===== src/rtl/axil_arbiter_2to1.sv =====
// axil_arbiter_2to1: two AXI4-Lite masters sharing one AXI4-Lite slave.
//
// Only one transaction is outstanding at a time. Arbitration happens in IDLE
// and takes one cycle. If a master presents both a read and a write, the read
// goes first. The grant is then held until the read data or write response
// handshake finishes.
//
// Arbitration policy is selected by the AXIL_ARB_ROUND_ROBIN_EN macro:
//   defined   - round-robin; on a simultaneous request the master that was
//               not granted last wins (master 0 wins first after reset).
//   undefined - fixed priority; master 0 always wins.
//
// Ports
//   clk, resetn           clock, asynchronous active-low reset
//   m_* [1:0]             per-master handshakes, bit i = master i
//   m_awaddr/m_araddr     packed addresses, master i at [i*ADDR_W +: ADDR_W]
//   m_wdata/m_wstrb       packed write data and strobes
//   m_rdata               read data shared by both masters, qualified by m_rvalid[i]
//   s_*                   slave-side AXI4-Lite channels (no resp/prot)
//   grant [1:0]           one-hot owner of the slave, 2'b00 when idle
module axil_arbiter_2to1 #(
  parameter int ADDR_W = 32,
  parameter int DATA_W = 32
) (
  input  logic                    clk,
  input  logic                    resetn,
  input  logic [1:0]              m_awvalid,
  input  logic [1:0]              m_wvalid,
  input  logic [1:0]              m_arvalid,
  input  logic [1:0]              m_bready,
  input  logic [1:0]              m_rready,
  output logic [1:0]              m_awready,
  output logic [1:0]              m_wready,
  output logic [1:0]              m_arready,
  output logic [1:0]              m_bvalid,
  output logic [1:0]              m_rvalid,
  input  logic [2*ADDR_W-1:0]     m_awaddr,
  input  logic [2*ADDR_W-1:0]     m_araddr,
  input  logic [2*DATA_W-1:0]     m_wdata,
  input  logic [2*DATA_W/8-1:0]   m_wstrb,
  output logic [DATA_W-1:0]       m_rdata,
  output logic                    s_awvalid,
  output logic                    s_wvalid,
  output logic                    s_arvalid,
  output logic                    s_bready,
  output logic                    s_rready,
  input  logic                    s_awready,
  input  logic                    s_wready,
  input  logic                    s_arready,
  input  logic                    s_bvalid,
  input  logic                    s_rvalid,
  output logic [ADDR_W-1:0]       s_awaddr,
  output logic [ADDR_W-1:0]       s_araddr,
  output logic [DATA_W-1:0]       s_wdata,
  output logic [DATA_W/8-1:0]     s_wstrb,
  input  logic [DATA_W-1:0]       s_rdata,
  output logic [1:0]              grant
);

  typedef enum logic [2:0] {IDLE, RD_ADDR, RD_DATA, WR_ADDR, WR_RESP} state_e;

  state_e     state_q;
  logic [1:0] grant_q;
  logic       aw_done_q, w_done_q;
  logic       aw_done_d, w_done_d;
`ifdef AXIL_ARB_ROUND_ROBIN_EN
  logic       last_q;  // index of the master granted most recently
`endif

  logic [1:0] req;
  logic       win;  // index of the IDLE-cycle winner
  logic       g;    // index of the granted master (meaningful only when grant_q != 0)

  assign req   = m_arvalid | (m_awvalid & m_wvalid);
  assign g     = grant_q[1];
  assign grant = grant_q;

`ifdef AXIL_ARB_ROUND_ROBIN_EN
  // On a tie, pick the master that was not granted last. Otherwise pick the sole requester.
  assign win = (req == 2'b11) ? ~last_q : req[1];
`else
  assign win = ~req[0];
`endif

  // Payload forwarded from the granted master, zero while idle.
  assign s_awaddr = (grant_q == 2'b00) ? '0 : (g ? m_awaddr[ADDR_W +: ADDR_W] : m_awaddr[0 +: ADDR_W]);
  assign s_araddr = (grant_q == 2'b00) ? '0 : (g ? m_araddr[ADDR_W +: ADDR_W] : m_araddr[0 +: ADDR_W]);
  assign s_wdata  = (grant_q == 2'b00) ? '0 : (g ? m_wdata[DATA_W +: DATA_W] : m_wdata[0 +: DATA_W]);
  assign s_wstrb  = (grant_q == 2'b00) ? '0 :
                    (g ? m_wstrb[DATA_W/8 +: DATA_W/8] : m_wstrb[0 +: DATA_W/8]);
  assign m_rdata  = s_rdata;

  // Handshake routing. Every valid/ready is zero outside the state that owns its channel,
  // so the non-granted master and the IDLE state see all zeros.
  always_comb begin
    m_awready = '0;
    m_wready  = '0;
    m_arready = '0;
    m_bvalid  = '0;
    m_rvalid  = '0;
    s_awvalid = 1'b0;
    s_wvalid  = 1'b0;
    s_arvalid = 1'b0;
    s_bready  = 1'b0;
    s_rready  = 1'b0;
    case (state_q)
      RD_ADDR: begin
        s_arvalid    = m_arvalid[g];
        m_arready[g] = s_arready;
      end
      RD_DATA: begin
        m_rvalid[g] = s_rvalid;
        s_rready    = m_rready[g];
      end
      WR_ADDR: begin
        // A channel that has already completed its handshake is masked off, so the
        // slave sees exactly one AW and one W beat.
        s_awvalid    = m_awvalid[g] & ~aw_done_q;
        m_awready[g] = s_awready & ~aw_done_q;
        s_wvalid     = m_wvalid[g] & ~w_done_q;
        m_wready[g]  = s_wready & ~w_done_q;
      end
      WR_RESP: begin
        m_bvalid[g] = s_bvalid;
        s_bready    = m_bready[g];
      end
      default: ;
    endcase
  end

  assign aw_done_d = aw_done_q | (s_awvalid & s_awready);
  assign w_done_d  = w_done_q  | (s_wvalid & s_wready);

  always_ff @(posedge clk or negedge resetn) begin
    if (!resetn) begin
      state_q   <= IDLE;
      grant_q   <= 2'b00;
      aw_done_q <= 1'b0;
      w_done_q  <= 1'b0;
`ifdef AXIL_ARB_ROUND_ROBIN_EN
      last_q    <= 1'b1;
`endif
    end else begin
      case (state_q)
        IDLE: begin
          if (|req) begin
            grant_q <= win ? 2'b10 : 2'b01;
            state_q <= m_arvalid[win] ? RD_ADDR : WR_ADDR;
`ifdef AXIL_ARB_ROUND_ROBIN_EN
            last_q  <= win;
`endif
          end
        end
        RD_ADDR: if (s_arvalid && s_arready) state_q <= RD_DATA;
        RD_DATA: begin
          if (s_rvalid && s_rready) begin
            state_q <= IDLE;
            grant_q <= 2'b00;
          end
        end
        WR_ADDR: begin
          if (aw_done_d && w_done_d) begin
            state_q   <= WR_RESP;
            aw_done_q <= 1'b0;
            w_done_q  <= 1'b0;
          end else begin
            aw_done_q <= aw_done_d;
            w_done_q  <= w_done_d;
          end
        end
        WR_RESP: begin
          if (s_bvalid && s_bready) begin
            state_q <= IDLE;
            grant_q <= 2'b00;
          end
        end
        default: state_q <= IDLE;
      endcase
    end
  end

endmodule


===== config.mk =====
export PLATFORM = sky130hd
export DESIGN_NAME = axil_arbiter_2to1
export DESIGN_NICKNAME = d
export VERILOG_FILES = /design/src/rtl/axil_arbiter_2to1.sv
export SDC_FILE = /design/constraint.sdc
export NUM_CORES = 1
export LEC_CHECK = 0
export ABC_AREA = 1
export ABC_CLOCK_PERIOD_IN_PS = 1630
export CORE_AREA = 2 2 154 156
export DETAILED_ROUTE_END_ITERATION = 6
export DIE_AREA = 0 0 156 158
export DONT_BUFFER_PORTS = 1
export PLACE_DENSITY_LB_ADDON = 0.05
export SLEW_MARGIN = 15
export SYNTH_ARGS = -nofsm -noshare
export SYNTH_HDL_FRONTEND = slang
export SYNTH_SLANG_ARGS = --single-unit
export TNS_END_PERCENT = 10

===== constraint.sdc =====
create_clock -name clk -period 1.63 [get_ports clk]
set_input_delay 0.2445 -clock clk [delete_from_list [all_inputs] [get_ports clk]]
set_output_delay 0.2445 -clock clk [all_outputs]
set_load 0.05 [all_outputs]

### Yosys cells after proc, flatten, opt, wreduce, memory -nomap -nowiden

Cells that the tools add are included.
W data, S select, Z words.

* flip-flop bits (word level): 7
* input bits: 249
* output and inout port bits: 149
* word-level logic and storage cells: 91

* magnitude comparators: 3
* equal/unequal tests: 9
* multiplexer cells: 46
* bitwise gates (word level): 18
* reductions and logical operators: 11

Operators with widths (number)
* $mux W32: 6
* $mux W1: 20
* $mux W2: 10
* $mux W3: 5
* $pmux W3 S5: 1
* $and A2 B2 Y2: 6
* $ne A2 B2 Y1 const B: 5
* $mux W4: 2
* $and A1 B1 Y1: 6
* $eq A3 B2 Y1 const B: 2
* $pmux W2 S3: 1
* $logic_and A1 B1 Y1: 5
* $reduce_and A5 Y1: 1
* $lt A1 B2 Y1 const B: 2
* $reduce_and A4 Y1: 1
* $eq A3 B1 Y1 const B: 1
* $eq A3 B3 Y1 const B: 1
* $logic_not A3 Y1: 1
* $not A1 Y1: 3
* $reduce_bool A3 Y1: 1
* $logic_not A2 Y1: 1
* $or A1 B1 Y1: 2
* $or A2 B2 Y2: 1
* $reduce_or A2 Y1: 1
* 2 further kinds: 2

### Longest topological paths before layout

Gate-level depths: netlist of run 1.

* depth after elaboration: 9
* gate-level depth with buffers: 10
* gate-level depth less buffers: 10

### Least setup slack after synthesis of run 1

Ideal clock, no wire load.

* path kind: reg2out
* from: register grant_q[1] (netlist: grant[1])
* to: output m_arready[1]
* data arrival time: 2167 ps
* required time: 1385 ps
* slack: -781 ps
* stages on the path, launching flop included: 4
* path buffers: 1
* path through: dfrtp_1 > inv_2 > clkbuf_1 > nor3_1

* cells in the longest elaborated chain, start to end: 6
* elaborated cells between the ends (all ways): 7
* classes of those cells: 2 x order compare; 3 x mux; 1 x bitwise; 1 x reduce/logical

Ends and longest elaborated chain
* start, declared: line 63 `logic [1:0] grant_q;`
* start signal, assigned: line 147 `grant_q <= win ? 2'b10 : 2'b01;`
* $lt A1 B2 Y1 (not written as such) or $ge A1 B1 Y1 (tied branches): line 109 `m_arready[g] = s_arready;`
* $logic_and A1 B1 Y1 (not written as such): line 109
* $mux W1 (not written as such): line 109
* $demux W1 S1 (*): line 109
* $and A2 B2 Y2 (no source line) (*)
* $mux W2 (*): line 106 `case (state_q)`
* end, declared: line 34 `output logic [1:0] m_arready,`

Mark *: on every way between the ends. The rest lies on a longest branch, timed or not.

### Final worst setup path of run 1

* from: register grant_q[1] (netlist: grant[1])
* to: output s_awaddr[12]

* cells in the longest elaborated chain, start to end: 2
* elaborated cells between the ends (all ways): 3
* classes of those cells: 2 x mux; 1 x reduce/logical

Ends and longest elaborated chain
* $mux W32 or $logic_not A2 Y1 (tied branches): line 86 `assign s_awaddr = (grant_q == 2'b00) ? '0 : (g ? m_awaddr[ADDR_W +: ADDR_W] : m_awaddr[0 +: ADDR_W]);`
* $mux W32 (*): line 86
* end, declared: line 52 `output logic [ADDR_W-1:0] s_awaddr,`

Marks and branches as above.

==> key figures, run 1 <==
Logic synthesis
  • Flip-flop and latch count after synthesis: 7
  • Share of the synthesized area in compound gates (AO/OA/AOI/OAI): 13.0%
  • Largest family of logic cells by synthesized area: simple AND/OR/NAND/NOR gates
  • Yosys cell types: 23
  • Area share of xor/xnor cells in the synthesized design: 0%
  • Sequential cell area fraction in the yosys report: 7.64%
  • Post-synth design cell area: 0.00229 mm^2
  • Count of mapped cells out of synthesis: 481
  • Number of nets produced by synthesis: 730
  • Post-Synth Simple-Gate Area: 58.7%
  • Proportion of synthesized area in mux cells: 0%
  • Avg Synthesized Cell Area: 4.77 um^2
  • Adder-cell area share of the yosys netlist: 0%
  • Synth Warn #: 0

Placed design
  • Routability congestion estimate from global placement: 0.718
  • Placed cell count: 810
  • Post-Place Setup Slack: 25.0 ps
  • Count of buffers from port buffering: 0
  • Placed cell area: 0.00478 mm^2
  • Post-detailed-placement half-perimeter wirelength: 12.0 mm

Pwr
  • Pwr per Cell Area: 2870 mW/mm^2
  • Leakage power: 0.00225 uW
  • Worst vdd rail ir drop: 1.03 mV
  • Overall power after layout: 15800 uW

Die
  • # IOs: 398
  • Die outline width: 156 um
  • Initial Util: 9.94%
  • Std-Cell Core Area: 0.0231 mm^2
  • Number of rows in the core area: 56
  • Die Span Y: 158 um
  • Die Footprint: 0.0246 mm^2

Worst setup path
  • Crit Path Category: reg2out
  • Startpoint types: flop
  • Most numerous cell on the critical path: sky130_fd_sc_hd__buf_12
  • Crit path DAT: 1520 ps
  • Type of element capturing the critical path: primary output
  • Highest-delay cell along the critical path: sky130_fd_sc_hd__dfrtp_4
  • WP buf/inv: 3
  • CP required: 1390 ps
  • Cell Chain, Critical Path: buf_12, buf_12, a21oi_2, nor2_4, buf_12
  • R2R depth: 10
  • Levels on crit path: 5
  • Worst Path Max Fanout: 27
  • Largest stage delay on the critical path: 550 ps
  • Category of cells accounting for the largest share of critical-path delay: flip-flops

Final layout
  • Fraction of final layout cells with drive strength greater than 1: 57.0%
  • Utilization after layout: 23.8%
  • Area growth syn-to-layout: 140%
  • Most common cell after layout, fill and taps aside: sky130_fd_sc_hd__buf_12
  • Final std cells w/o fill: 823
  • Commonest non-fill, non-tap cells in the layout: sky130_fd_sc_hd__buf_12 (89), sky130_fd_sc_hd__nand2_1 (83), sky130_fd_sc_hd__nand3_1 (59)
  • Count of inserted antenna diode cells: 0
  • Final-stage net count: 783
  • Cell area after layout: 0.00549 mm^2

STA
  • Measured slew at the worst slew-check pin: 394 ps
  • Count of pins over their slew limit: 0
  • RSZ-0062 raised after global routing: yes
  • Period utilisation layout: 108%
  • Number of endpoints failing setup at the final stage: 114
  • Worst slew margin relative to its limit: 73.7%
  • Final hold violations: 0
  • Highest clock rate: 566 MHz
  • Clock period minus worst slack: 1770 ps
  • Largest clock skew in the final design: 0.900 ps
  • Final worst-path setup slack: -138 ps

Hold path
  • Worst min path class: in2reg
  • Instance count along the most critical hold path: 4

Routing
  • Routed len/inst: 18.1 um
  • Vias per std cell: 4.10
  • Vias: 3376
  • Initial drt markers: 137
  • Remaining antenna violation count: 0
  • Post-detailed-route DRC marker count: 0
  • TritonRoute pass-1 iters: 4
  • Overall routed net length: 14.9 mm

Clock tree
  • CTS max path bufs: 2
  • Clock H-tree levels: 1
  • Clock net sink count: 7
  • TritonCTS clock tree: yes
  • Root buffer selected by CTS: sky130_fd_sc_hd__clkbuf_16
  • Clock latency on the worst-skew pair: 230 ps
  • Clock Pin Slew Worst Setup and Hold Paths: 40 ps
  • Total CTS buffers: 3

GRT
  • Initial antenna violation count: 0
  • Global-route wire length before repair: 19.7 mm
  • Via count of the first global-routing pass: 3432
  • Global-route usage over all layers: 10.2%
  • GRT Residual Overflow: 0
  • Pin count of the biggest net entering global routing: 52

Run
  • Total of max-cap violations: 0

Status
  • Violations in the final reports: negative setup slack
  • Status: finished, violations left
## layout make-up
cell class / instances / area, um^2
tap: 290 / 363
multi-input combinational: 384 / 2650
clock buffer: 4 / 78.8
sequential: 7 / 185
timing repair buffer: 114 / 2110
inverter: 24 / 103
fill: 2536 / 17600
## worst min-delay path, stage by stage
cell	delay (ps)
sky130_fd_sc_hd__nand2_1	30
sky130_fd_sc_hd__nand2_1	40
sky130_fd_sc_hd__o21ai_1	50
sky130_fd_sc_hd__inv_1	40
## per-layer routing
layer / GRT usage [%] / part of all wire (%)
met1: 9.77 / 33
met2: 21.4 / 57
met3: 3.75 / 10
met4: 0.917 / 0.48
met5: 0 / 0
## flip-flops by register name (all words and copies together) (netlist names)
register,flops
grant,2
state_q,3
aw_done_q,1
w_done_q,1
## report_power, final
group          internal (uW)  switching [uW]  leakage [uW]
clock                    327             102     0.0000382
sequential               280             186     0.0000844
combinational           5780            9080       0.00212
total                   6390            9370       0.00225
## metrics by stage
stage	hold WS, ps	setup TNS (ps)
3_5_place_dp	-50.9	0
2_1_floorplan	-51.1	-1350
4_1_cts	217	-9560
3_3_place_gp	-50.9	0
5_1_grt	255	-15120
6_report	217	-8770
## path summary, 6_finish.rpt
| check | startpoint | end | slack (ps) |
|---|---|---|---|
| max in group asynchronous | resetn | grant[0] | 940 |
| setup / recovery | grant[1] | s_awaddr[12] | -140 |
| hold / removal | s_wready | w_done_q | 220 |
| hold reg to reg | state_q[0] | state_q[0] | 560 |
| min in group asynchronous | resetn | w_done_q | 370 |
| setup reg to reg | grant[1] | state_q[0] | 50 |
## cells by family after synthesis
kind of cell	after synthesis
AND/OR/NAND/NOR	326
AO/OA/AOI/OAI	58
buffers and inverters	90
flip-flops	7
## timing repair
action                                 CTS  global route
setup endpoints to repair              115           118
pin swaps                                3            12
hold buffers                             1             0
resized for setup                       98            25
endpoints found under the hold margin    7             0
buffers inserted                         4             2
cloned                                   0             3
## Yosys cell counts, drive strengths merged
| master | count | area, um^2 |
|---|---|---|
| and2 | 1 | 6.26 |
| nor2 | 113 | 442 |
| a21oi | 50 | 250 |
| dfrtp | 7 | 175 |
| o22ai | 1 | 6.26 |
| inv | 24 | 90.1 |
| o21ai | 6 | 33.8 |
| nand2 | 140 | 531 |
| nand4 | 1 | 6.26 |
| nor3 | 10 | 55.1 |
| o21a | 1 | 7.51 |
| buf | 47 | 313 |
| nand3 | 61 | 305 |
| clkbuf | 19 | 71.3 |
No activity file was read; power rests on OpenSTA's default activity.
==> inputs of run 2 (changes only) <==
ABC_CLOCK_PERIOD_IN_PS = 2100   (was 1630)
clock period = 2.1 ns   (was 1.63 ns; I/O delays follow)
==> run 2 against run 1 <==
Compared with the run above:
- the flow now finishes without violations
- critical path depth stayed put
- design area shrank 30%
- clock skew barely moved
- clock-buffer cell count is the same
- via count is 2.5% lower
- global-route usage fell by 1.2 points
- power down 41%
- clock power down 24%
- non-clock buffer count grew 11
- wire length fell by 10%
- critical endpoint is now s_wdata[14]
==> key figures, run 2 (synthesized netlist as in run 1, its figures left out) <==
Final layout
  • Final-stage net count: 794 (was 783)
  • Register bank with the most flops: state_q (unchanged)
  • Register area: 183 um^2 (was 185 um^2)
  • Area occupied by multi-input gates: 0.00166 mm^2 (was 0.00265 mm^2)
  • Cell area after layout: 0.00383 mm^2 (was 0.00549 mm^2)
  • Area growth syn-to-layout: 67.1% (was 140%)
  • Fraction of final layout cells with drive strength greater than 1: 26.1% (was 57.0%)
  • Max reg flops: 3 (unchanged)
  • Most common cell after layout, fill and taps aside: sky130_fd_sc_hd__nand2_1 (was sky130_fd_sc_hd__buf_12)
  • Count of fill cells added during filler insertion: 2675 (was 2536)
  • Count of inserted antenna diode cells: 0 (unchanged)
  • Commonest non-fill, non-tap cells in the layout: sky130_fd_sc_hd__nand2_1 (138), sky130_fd_sc_hd__nor2_1 (110), sky130_fd_sc_hd__buf_4 (84) (was sky130_fd_sc_hd__buf_12 (89), sky130_fd_sc_hd__nand2_1 (83), sky130_fd_sc_hd__nand3_1 (59))

Worst setup path
  • Startpoint types: flop (unchanged)
  • Crit path DAT: 1680 ps (was 1520 ps)
  • Worst Path Max Fanout: 60 (was 27)
  • CP required: 1780 ps (was 1390 ps)
  • Crit Path Category: reg2out (unchanged)
  • Type of element capturing the critical path: primary output (unchanged)

Die
  • Die outline width: 156 um (unchanged)
  • Std-Cell Core Area: 0.0231 mm^2 (unchanged)
  • Initial Util: 9.94% (unchanged)
  • Number of rows in the core area: 56 (unchanged)
  • # IOs: 398 (unchanged)
  • Die Span Y: 158 um (unchanged)
  • Die Footprint: 0.0246 mm^2 (unchanged)

Clock tree
  • Clock latency on the worst-skew pair: 230 ps (about the same)
  • Clock H-tree levels: 1 (unchanged)
  • Clock net sink count: 7 (unchanged)
  • TritonCTS clock tree: yes (unchanged)
  • Total CTS buffers: 3 (unchanged)
  • Clock Pin Slew Worst Setup and Hold Paths: 40 ps (about the same)
  • CTS max path bufs: 2 (unchanged)
  • Root buffer selected by CTS: sky130_fd_sc_hd__clkbuf_16 (unchanged)

Pwr
  • Comb power frac: 92.6% (was 94.3%)
  • Switching share of power: 65.3% (was 59.4%)
  • Clock share of power: 3.5% (was 2.7%)
  • Seq pwr share: 3.8% (was 3.0%)
  • Worst vdd rail ir drop: 0.990 mV (was 1.03 mV)
  • Internal power: 3230 uW (was 6390 uW)
  • Overall power after layout: 9290 uW (was 15800 uW)
  • Leakage power: 0.00193 uW (was 0.00225 uW)
  • Pwr per Cell Area: 2430 mW/mm^2 (was 2870 mW/mm^2)
  • NetSw: 6060 uW (was 9370 uW)

STA
  • Largest clock skew in the final design: 1.12 ps (was 0.900 ps)
  • Number of endpoints failing setup at the final stage: 0 (was 114)
  • Final hold violations: 0 (unchanged)
  • Clock period minus worst slack: 2000 ps
  • Period utilisation layout: 95.2%
  • Measured slew at the worst slew-check pin: 392 ps (was 394 ps)
  • Highest clock rate: 500 MHz
  • Final worst-path setup slack: 101 ps (was -138 ps)
  • RSZ-0062 raised after global routing: yes (unchanged)
  • Count of pins over their slew limit: 0 (unchanged)
  • Final sum of negative setup slack: 0 ps (was -8770 ps)
  • Worst slew margin relative to its limit: 73.9% (was 73.7%)
  • Minimum hold slack: 312 ps (was 217 ps)

Routing
  • TritonRoute pass-1 iters: 4 (unchanged)
  • Routed len/inst: 16.0 um (was 18.1 um)
  • Vias per std cell: 3.95 (was 4.10)
  • Initial drt markers: 149 (was 137)
  • Post-detailed-route DRC marker count: 0 (unchanged)
  • Vias: 3292 (was 3376)
  • Overall routed net length: 13.3 mm (was 14.9 mm)
  • Remaining antenna violation count: 0 (unchanged)

Placed design
  • Placed cell area: 0.00373 mm^2 (was 0.00478 mm^2)
  • Count of buffers from port buffering: 0 (unchanged)
  • Routability congestion estimate from global placement: 0.738 (was 0.718)
  • Post-Place Setup Slack: 274 ps (was 25.0 ps)
  • Post-detailed-placement half-perimeter wirelength: 10.8 mm (was 12.0 mm)

GRT
  • Via count of the first global-routing pass: 3026 (was 3432)
  • GRT Residual Overflow: 0 (unchanged)
  • Initial antenna violation count: 0 (unchanged)
  • Pin count of the biggest net entering global routing: 81 (was 52)
  • Global-route usage over all layers: 9.09% (was 10.2%)
  • Global-route wire length before repair: 17.6 mm (was 19.7 mm)

Status
  • Status: complete, no violations (was finished, violations left)

Hold path
  • Worst min path class: in2reg (unchanged)

Run
  • Total of max-cap violations: 0 (unchanged)
-- run 2: cell count changes in the layout (fill, tap and decap cells not counted), moves of 6 or more --
cell,before,now
sky130_fd_sc_hd__nand2_1,83,138
sky130_fd_sc_hd__nand2_2,26,2
sky130_fd_sc_hd__nand2_4,31,0
sky130_fd_sc_hd__buf_4,7,84
sky130_fd_sc_hd__buf_6,11,0
sky130_fd_sc_hd__a21oi_4,6,0
sky130_fd_sc_hd__a21oi_2,42,0
sky130_fd_sc_hd__nor2_2,12,1
sky130_fd_sc_hd__nor3_1,0,6
sky130_fd_sc_hd__nor2_1,53,110
sky130_fd_sc_hd__a21oi_1,2,50
sky130_fd_sc_hd__nor2_4,48,2
sky130_fd_sc_hd__buf_12,89,38
sky130_fd_sc_hd__nor3_4,9,0
-- run 2: timing repair --
action / CTS / global route
buffers inserted: 0 / 0
hold buffers: 1 / 0
endpoints found under the setup margin: 0 / 6
endpoints found under the hold margin: 7 / 0
resized for setup: 0 / 3
-- run 2: power by group through the flow --
stage               clock [uW]  combinational [uW]  sequential, uW
global route               342                9100             376
global placement             0                8730             363
finish                     326                8610             358
CTS                        335                8710             360
detailed placement           0                8680             360
floorplan                    0                5650             325
-- run 2: worst paths after layout --
check | endpoint | from | slack (ps) | cells after the start
max | s_wdata[14] | grant[1] | 100 | 5
min | w_done_q | s_wready | 310 | 4
max reg2reg | state_q[1] | grant[1] | 360 | 7
min reg2reg | state_q[0] | state_q[0] | 560 | 2
max in group asynchronous | grant[1] | resetn | 1360 | 1
min in group asynchronous | state_q[1] | resetn | 440 | 1
-- run 2: cell type report --
class,count,area share (%)
multi-input combinational,384,43.3
timing repair buffer,125,38.0
tap,290,9.47
sequential,7,4.77
inverter,24,2.42
clock buffer,4,2.06
-- run 2: metrics by stage --
step	utilization (%)	cells
2_1_floorplan	-	481
3_3_place_gp	16.2	829
3_5_place_dp	16.2	829
4_1_cts	16.5	834
5_1_grt	16.6	834
6_report	16.6	834
-- run 2: worst max-delay path: stages, from the launching register on --
cell and delay, ps:
sky130_fd_sc_hd__dfrtp_4 500, sky130_fd_sc_hd__inv_4 180, sky130_fd_sc_hd__buf_16 250, sky130_fd_sc_hd__nand3_1 150, sky130_fd_sc_hd__nand2_1 150, sky130_fd_sc_hd__buf_12 150
-- run 2: per-layer routing --
metal  wire length [um]  vias up  global-route usage [%]
met3               1380        8                    2.79
met1               4880     1468                    10.3
met4                 57        0                   0.524
met2               7000      198                    17.5
met5                  0        -                       0
li1                   -     1618                       -
